$ cat src/rtl/seg_scan_decoder.sv
`default_nettype none
// -----------------------------------------------------------------------------
// seg_scan_decoder : recovers digit codes and frames from an active-low 7-seg scan bus
// Rev 1.0
// -----------------------------------------------------------------------------
module seg_scan_decoder #(
  parameter int DIGITS = 4,
  parameter int STABLE = 4
) (
  input  logic                  i_clk,
  input  logic                  i_rst,
  input  logic [DIGITS-1:0]     i_sel,
  input  logic [6:0]            i_seg,
  input  logic                  i_dp,
  output logic [4*DIGITS-1:0]   o_data,
  output logic [DIGITS-1:0]     o_dp,
  output logic                  o_valid,
  output logic                  o_err
);

  localparam int          c_SW     = DIGITS + 8;
  localparam logic [7:0]  c_STABLE = 8'(STABLE);

  typedef enum logic [1:0] {
    ST_WAIT    = 2'd0,
    ST_CAPTURE = 2'd1,
    ST_HOLD    = 2'd2
  } state_t;

  state_t                 state_q, state_d;
  logic [c_SW-1:0]        in_q;
  logic [7:0]             cnt_q, cnt_d;
  logic [4*DIGITS-1:0]    shd_data_q, shd_data_d;
  logic [DIGITS-1:0]      shd_dp_q, shd_dp_d;
  logic [DIGITS-1:0]      mask_q, mask_d;
  logic                   err_q, err_d;
  logic                   done_q, done_d;
  logic [4*DIGITS-1:0]    data_q, data_d;
  logic [DIGITS-1:0]      dp_q, dp_d;
  logic                   valid_q;
  logic                   oerr_q, oerr_d;

  logic [c_SW-1:0]        w_smp;
  logic                   w_smp_ok;
  logic                   w_same;
  logic                   w_cap;
  logic [3:0]             w_code;
  logic [DIGITS-1:0]      w_rsel;

  function automatic logic f_sel_ok(input logic [DIGITS-1:0] sel);
    logic [DIGITS-1:0] a;
    a = ~sel;
    return (a != '0) && ((a & (a - DIGITS'(1))) == '0);
  endfunction

  function automatic logic [3:0] f_decode(input logic [6:0] seg);
    case (seg)
      7'h40:   return 4'h0;
      7'h79:   return 4'h1;
      7'h24:   return 4'h2;
      7'h30:   return 4'h3;
      7'h19:   return 4'h4;
      7'h12:   return 4'h5;
      7'h02:   return 4'h6;
      7'h78:   return 4'h7;
      7'h00:   return 4'h8;
      7'h10:   return 4'h9;
      7'h3F:   return 4'hA;
      7'h7F:   return 4'hF;
      default: return 4'hE;
    endcase
  endfunction

  // The incoming sample is compared against in_q, which becomes the previous
  // sample on the same edge, so the count is already 1 when a new value lands.
  always_comb begin
    w_smp    = {i_sel, i_seg, i_dp};
    w_smp_ok = f_sel_ok(i_sel);
    w_same   = w_smp_ok && (w_smp == in_q);
    w_rsel   = in_q[c_SW-1:8];
    w_code   = f_decode(in_q[7:1]);

    if (!w_smp_ok)            cnt_d = 8'd0;
    else if (!w_same)         cnt_d = 8'd1;
    else if (cnt_q != 8'hFF)  cnt_d = cnt_q + 8'd1;
    else                      cnt_d = cnt_q;

    state_d = state_q;
    case (state_q)
      ST_WAIT:    if (cnt_d == c_STABLE) state_d = ST_CAPTURE;
      ST_CAPTURE: state_d = w_same ? ST_HOLD : ST_WAIT;
      ST_HOLD:    if (!w_same) state_d = ST_WAIT;
      default:    state_d = ST_WAIT;
    endcase

    // The write needs the pattern to survive one edge past the dwell target.
    w_cap = (state_q == ST_CAPTURE) && w_same;
  end

  always_comb begin
    shd_data_d = shd_data_q;
    shd_dp_d   = shd_dp_q;
    mask_d     = mask_q;
    err_d      = err_q;
    data_d     = data_q;
    dp_d       = dp_q;
    oerr_d     = oerr_q;

    if (done_q) begin
      data_d = shd_data_q;
      dp_d   = shd_dp_q;
      oerr_d = err_q;
      mask_d = '0;
      err_d  = 1'b0;
    end

    if (w_cap) begin
      for (int n = 0; n < DIGITS; n++) begin
        if (!w_rsel[n]) begin
          shd_data_d[4*n +: 4] = w_code;
          shd_dp_d[n]          = ~in_q[0];
          mask_d[n]            = 1'b1;
        end
      end
      if (w_code == 4'hE) err_d = 1'b1;
    end

    done_d = w_cap && (&mask_d);
  end

  always_ff @(posedge i_clk) begin
    if (i_rst) begin
      state_q    <= ST_WAIT;
      in_q       <= '1;
      cnt_q      <= '0;
      shd_data_q <= '1;
      shd_dp_q   <= '0;
      mask_q     <= '0;
      err_q      <= 1'b0;
      done_q     <= 1'b0;
      data_q     <= '1;
      dp_q       <= '0;
      valid_q    <= 1'b0;
      oerr_q     <= 1'b0;
    end else begin
      state_q    <= state_d;
      in_q       <= w_smp;
      cnt_q      <= cnt_d;
      shd_data_q <= shd_data_d;
      shd_dp_q   <= shd_dp_d;
      mask_q     <= mask_d;
      err_q      <= err_d;
      done_q     <= done_d;
      data_q     <= data_d;
      dp_q       <= dp_d;
      valid_q    <= done_q;
      oerr_q     <= oerr_d;
    end
  end

  assign o_data  = data_q;
  assign o_dp    = dp_q;
  assign o_valid = valid_q;
  assign o_err   = oerr_q;

endmodule
`default_nettype wire

$ cat config.mk
export PLATFORM = sky130hd
export DESIGN_NAME = seg_scan_decoder
export DESIGN_NICKNAME = d
export VERILOG_FILES = /design/src/rtl/seg_scan_decoder.sv
export SDC_FILE = /design/constraint.sdc
export NUM_CORES = 1
export LEC_CHECK = 0
export CAP_MARGIN = 10
export CORE_UTILIZATION = 30
export DETAILED_ROUTE_END_ITERATION = 7
export DONT_BUFFER_PORTS = 1
export PLACE_DENSITY = 0.45
export RECOVER_POWER = 25
export SYNTH_ARGS = -nofsm -noshare
export SYNTH_HDL_FRONTEND = slang
export SYNTH_SLANG_ARGS = --single-unit
$ cat constraint.sdc
create_clock -name i_clk -period 2.17 [get_ports i_clk]
set_input_delay 0.434 -clock i_clk [delete_from_list [all_inputs] [get_ports i_clk]]
set_output_delay 0.434 -clock i_clk [all_outputs]
set_load 0.1 [all_outputs]
==> summary.txt, run 1 <==
Synth
  • Syn Nets: 342
  • Synthesized area per cell: 9.374 µm²
  • Number of enable flip-flop cells after synthesis: 0
  • Mapped cell area: 3065 µm²
  • Post-synth top flop: dfxtp_1
  • Unique masters post-synth: 51
  • Yosys top cell by area: dfxtp_1
  • Synthesized instance count: 327
  • YS warnings: 0
  • Async SR Flop Fraction: 0%
  • Synth top area cells: dfxtp_1, mux2i_1, nor2_1, xor2_1, nand2_1
  • Register area share after synthesis: 45.71%
  • Share of Yosys cell area claimed by the top area cell type: 45.71%
  • #FFs+latches synth: 70

Floorplanning
  • Core area: 9819 µm²
  • Die Wd: 103.1 µm
  • Starting Density: 31.22%
  • Die extent in y: 103.1 µm
  • Total Die Area: 10630 µm²
  • Ports: 36
  • Row count: 36

Finish
  • Final #Nets: 367
  • P&R area growth vs syn: 16.20%
  • Share of layout cells above drive strength 1: 22.41%
  • Fillers: 1058
  • Post-Layout Inst Area: 3562 µm²
  • Cell Count, Final, Fillers Out: 490
  • Most common cell after layout, fill and taps aside: dfxtp_1
  • Commonest non-fill, non-tap cells in the layout: dfxtp_1, buf_4, nor2_1
  • # diodes: 0
  • Area of the multi-input gates: 1506 µm²
  • Seq. cell area: 1404 µm²

CTS
  • Clk sinks: 70
  • Post CTS Setup Buffer Count: 0
  • PostCTS Resize Cnt: 0
  • Clock transition at the registers of the reported paths: 0.08 ns
  • CTS tree: yes
  • Clock latency on the worst-skew pair: 0.35 ns
  • Root Buffer: clkbuf_8
  • H-Tree Level Count: 3
  • CTS Buf Count: 9
  • Max clock buf depth: 2
  • # hold bufs at CTS: 0

Placed design
  • Placed cell areas: 3368 µm²
  • Inst Count DP: 474
  • I/O Buffers: 0
  • RePlAce Congestion: 0.7816
  • Detailed Place HPWL: 4410 µm

Worst setup path
  • Max FO, Critical Path: 8
  • Critical path class: reg -> reg
  • CP Launch Type: flip-flop
  • Worst r2r dst: state_q[0]$_SDFFE_PP0P_
  • R2R setup slack: 0.14 ns
  • Required @ worst endpoint: 2.44 ns
  • RR Startpoint: in_q[9]$_SDFF_PP1_
  • Crit path arrival time: 2.30 ns
  • Crit. End Element: flip-flop
  • R2R depth: 6

Detailed routing
  • Starting DRT DRC Count: 93
  • Drt wl/cell: 13.22 µm
  • Routed wire length: 6479 µm
  • Antenna Nets Post-Route: 0
  • DR pass1 iterations: 4
  • Vias per inst: 4.676
  • Vias: 2291
  • Drt drc: 0

STA
  • Max-slew violations: 0
  • Fin. Hold Viols: 0
  • Clock Skew: 0.01004 ns
  • RSZ-0062 raised after global routing: no
  • Worst Max-Slew Pin Slew: 0.7692 ns
  • Tmin final: 2.033 ns
  • Fin crit share: 93.69%
  • Setup_tns: 0 ns
  • Relative max-transition margin: 48.72%
  • F_max: 491.9 MHz
  • Worst hold slack: 0.1619 ns
  • Setup-failing EPs final: 0

Pwr
  • Switching portion of total power: 26.94%
  • Sw power: 660.2 µW
  • Pleak: 0.001244 µW
  • Power share of the sequential group: 53.6%
  • Cell area power density: 688.0 nW/µm²
  • Cell Int Power: 1791 µW
  • Combinational Power Share: 4.8%
  • Overall power: 2451 µW
  • Worst vdd ir: 303.6 µV
  • Clock Power Share: 41.6%

Min path
  • End of the worst hold path: shd_dp_q[0]$_SDFFE_PP0P_
  • Worst hold path depth: 1
  • Hold Crit Start: i_rst
  • Hold crit path type: in -> reg

Global routing
  • Met2 usage: 20.62%
  • Pin count of the biggest net entering global routing: 45
  • Met1 Use GR: 18.19%
  • First-pass GRT wire length: 10930 µm
  • Number of global-route vias before repair: 2196
  • Antenna violations before repair: 0
  • GR peak layer: met2
  • Overflow after GRT: 0
  • Total track usage: 13.65%
  • Met3 GRT Util: 3.322%

Run status
  • Status: finished clean

Flow run
  • Max-cap viol count: 0
## how the worst max path moves through the flow
stage                               to  slack [ns]  depth (start not counted)          startpoint
2_1_floorplan  state_q[0]$_SDFFE_PP0P_        0.15                          7            i_sel[2]
3_3_place_gp   state_q[0]$_SDFFE_PP0P_        0.12                          6            i_sel[2]
3_5_place_dp   state_q[0]$_SDFFE_PP0P_        0.07                          6            i_sel[2]
4_1_cts        state_q[0]$_SDFFE_PP0P_        0.13                          6  in_q[4]$_SDFF_PP1_
5_1_grt        state_q[0]$_SDFFE_PP0P_        0.01                          6  in_q[9]$_SDFF_PP1_
6_report       state_q[0]$_SDFFE_PP0P_        0.14                          6  in_q[9]$_SDFF_PP1_
## flip-flops by register name, indices dropped and copies added, names as in the netlist, 2 cells and up
register    count
state_q         2
cnt_q           8
o_dp            4
shd_data_q     16
shd_dp_q        4
o_data         16
in_q           12
mask_q          4
## per-stage QoR
step,setup slack [ns],util (%)
after detailed placement,0.06760,34.30
after global routing,0.01359,36.28
final,0.1370,36.28
after floorplan,0.1468,-
after CTS,0.1266,36.21
after global placement,0.1237,34.30
## cell families after synthesis
group / share of synthesized area (%)
XOR/XNOR: 4.817
AND/OR/NAND/NOR: 26.53
flip-flops: 45.71
adder cells (fa/ha/maj): 0.4081
multiplexers: 8.490
buffers and inverters: 5.346
AO/OA/AOI/OAI: 8.694
## worst max-delay path, stage by stage, from the launching register on
cell	delay [ns]
dfxtp_1	0.42
xor2_1	0.14
nor4_4	0.29
nand3_2	0.22
or3_1	0.48
nor3_4	0.21
nor4b_4	0.20
## synthesized netlist by cell type, drive strengths merged (2+ instances only)
library cell and count:
dfxtp 70, nor2 30, nand2 27, mux2i 26, nand3 20, nor3 18
a21oi 17, buf 13, or2 13, xor2 13, clkbuf 10, nand2b 8
nor4 8, a211oi 6, and3 6, inv 6, o21ai 5, xnor2 3
a311oi 2, and2b 2, nand4 2, nor3b 2, nor4b 2, o31ai 2
or3 2
## routing by layer
layer / vias up / wire, µm
met4: 0 / 140
met2: 56 / 2834
met3: 10 / 312
li1: 1190 / -
met5: - / 0
met1: 1035 / 3191
## power by group through the flow
stage / Clock, µW / Sequential [µW] / Combinational, µW
CTS: 1070 / 1310 / 117
floorplan: 0 / 1340 / 111
detailed placement: 0 / 1340 / 117
finish: 1020 / 1310 / 117
global route: 1140 / 1320 / 129
global placement: 0 / 1340 / 117
## final cells by class
type / instances / area share (%)
timing repair buffer: 37 / 7.727
clock inverter: 7 / 1.791
sequential: 70 / 39.41
multi-input combinational: 228 / 42.29
inverter: 6 / 0.6322
clock buffer: 9 / 3.477
tap: 133 / 4.672
Note: power is estimated with default switching activity, not from simulation.
==> inputs of run 2 (changes only) <==
--- a/config.mk
+++ b/config.mk
@@ -7,8 +7,10 @@
 export LEC_CHECK = 0
 export CAP_MARGIN = 10
 export CORE_UTILIZATION = 30
+export CTS_BUF_LIST = sky130_fd_sc_hd__clkbuf_8
 export DETAILED_ROUTE_END_ITERATION = 7
 export DONT_BUFFER_PORTS = 1
+export MAX_ROUTING_LAYER = met4
 export PLACE_DENSITY = 0.45
 export RECOVER_POWER = 25
 export SYNTH_ARGS = -nofsm -noshare
==> summary.txt, run 2 (synthesis gave the netlist of run 1 again) <==
Floorplanning
  • Total Die Area: 10630 µm² (unchanged)
  • Ports: 36 (unchanged)
  • Die extent in y: 103.1 µm (unchanged)
  • Core area: 9819 µm² (unchanged)
  • Starting Density: 31.22% (unchanged)
  • Row count: 36 (unchanged)
  • Die Wd: 103.1 µm (unchanged)

Finish
  • Final #Nets: 367 (unchanged)
  • P&R area growth vs syn: 16.20% (unchanged)
  • Most common cell after layout, fill and taps aside: dfxtp_1
  • # diodes: 0 (unchanged)
  • Cell Count, Final, Fillers Out: 490 (unchanged)
  • Fillers: 1058 (unchanged)
  • Post-Layout Inst Area: 3562 µm² (unchanged)
  • Share of layout cells above drive strength 1: 22.41% (unchanged)
  • Commonest non-fill, non-tap cells in the layout: dfxtp_1, buf_4, nor2_1

Pwr
  • Cell area power density: 689.4 nW/µm² (+0.21%)
  • Worst vdd ir: 304.3 µV (+0.24%)
  • Pleak: 0.001244 µW (unchanged)

Worst setup path
  • Critical path class: reg -> reg
  • CP Launch Type: flip-flop
  • Crit path arrival time: 2.30 ns (about the same)
  • Max FO, Critical Path: 8 (unchanged)
  • RR Startpoint: in_q[9]$_SDFF_PP1_
  • Required @ worst endpoint: 2.44 ns (about the same)
  • Crit. End Element: flip-flop
  • Critical Path Source: in_q[9]$_SDFF_PP1_

STA
  • Clock Skew: 0.006528 ns (-0.003509 ns)
  • Setup_tns: 0 ns (unchanged)
  • Fin. Hold Viols: 0 (unchanged)
  • Relative max-transition margin: 49.17% (+0.45 points)
  • Final worst slack: 0.1399 ns (+0.002906 ns)
  • Fin crit share: 93.55% (-0.13 points)
  • Worst Max-Slew Pin Slew: 0.7625 ns (-0.006788 ns)
  • F_max: 492.6 MHz (+0.14%)
  • Max-slew violations: 0 (unchanged)
  • RSZ-0062 raised after global routing: no
  • Tmin final: 2.030 ns (-0.002906 ns)
  • Worst hold slack: 0.1748 ns (+0.01298 ns)
  • Setup-failing EPs final: 0 (unchanged)

Placed design
  • RePlAce Congestion: 0.7924 (+1.4%)
  • Placed cell areas: 3368 µm² (unchanged)
  • Pre-CTS setup slack: 0.06760 ns (unchanged)
  • Detailed Place HPWL: 4410 µm (unchanged)
  • I/O Buffers: 0 (unchanged)
  • Inst Count DP: 474 (unchanged)

CTS
  • CTS Buf Count: 9 (unchanged)
  • H-Tree Level Count: 3 (unchanged)
  • Root Buffer: clkbuf_8
  • Clock latency on the worst-skew pair: 0.35 ns (about the same)
  • Clk sinks: 70 (unchanged)
  • CTS tree: yes
  • Max clock buf depth: 2 (unchanged)
  • Clock transition at the registers of the reported paths: 0.09 ns (about the same)
  • # hold bufs at CTS: 0 (unchanged)

Min path
  • Hold Crit Start: i_rst
  • Hold crit path type: in -> reg

Global routing
  • Overflow after GRT: 0 (unchanged)
  • Total track usage: 14.11% (+0.46 points)
  • Antenna violations before repair: 0 (unchanged)
  • First-pass GRT wire length: 10960 µm (+0.26%)
  • Pin count of the biggest net entering global routing: 45 (unchanged)
  • Number of global-route vias before repair: 2192 (-0.18%)

Flow run
  • Max-cap viol count: 0 (unchanged)

Run status
  • Status: finished clean

Detailed routing
  • Drt wl/cell: 13.26 µm (+0.25%)
  • Routed wire length: 6495 µm (+0.25%)
  • DR pass1 iterations: 4 (unchanged)
  • Antenna Nets Post-Route: 0 (unchanged)
  • Starting DRT DRC Count: 97 (+4.3%)
  • Drt drc: 0 (unchanged)
  • Vias: 2281 (-0.44%)
  • Vias per inst: 4.655 (-0.44%)
-- run 2: cell counts in the layout (fill, tap and decap cells not counted) --
No cell type changed its count.
-- run 2: power breakdown --
group          leakage (µW)  internal (µW)  switching (µW)
logic              0.000585           51.1            65.5
clock network     0.0000907            443             583
registers          0.000568           1300            16.7
total               0.00124           1790             665
-- run 2: final cells by class --
class | count | area [µm²] | share of cell area (%)
Tap cell | 133 | 166.4 | 4.672
Clock inverter | 7 | 63.81 | 1.791
Inverter | 6 | 22.52 | 0.6322
Sequential cell | 70 | 1404 | 39.41
Multi-Input combinational cell | 228 | 1506 | 42.29
Timing Repair Buffer | 37 | 275.3 | 7.727
Clock buffer | 9 | 123.9 | 3.477
-- run 2: routing by layer --
| metal | GRT usage [%] | wire length, µm | vias up |
|---|---|---|---|
| met5 | - | 0 | - |
| met4 | 6.609 | 149 | 0 |
| met3 | 3.051 | 267 | 12 |
| met2 | 20.77 | 2828 | 42 |
| met1 | 18.36 | 3250 | 1037 |
| li1 | - | - | 1190 |
-- run 2: worst max-delay path, cell delays in order (launching register included) --
cell	delay (ns)
dfxtp_1	0.42
xor2_1	0.14
nor4_4	0.29
nand3_2	0.22
or3_1	0.48
nor3_4	0.21
nor4b_4	0.20
-- run 2: worst paths after layout --
path | end | slack [ns] | depth (start not counted)
setup / recovery | state_q[0]$_SDFFE_PP0P_ | 0.14 | 6
hold / removal | cnt_q[0]$_SDFF_PP0_ | 0.17 | 1
setup reg to reg | state_q[0]$_SDFFE_PP0P_ | 0.14 | 6
hold reg to reg | done_q$_SDFF_PP0_ | 0.45 | 1
-- run 2: timing repair --
action,4_1_cts,5_1_grt
setup endpoints to repair,0,7
gates resized for setup,0,3
setup buffers,0,0
-- run 2: per-stage QoR --
step	util [%]	power, µW
floorplan	-	1447
global route	36.28	2582
global placement	34.30	1460
finish	36.28	2456
detailed placement	34.30	1460
CTS	36.21	2501
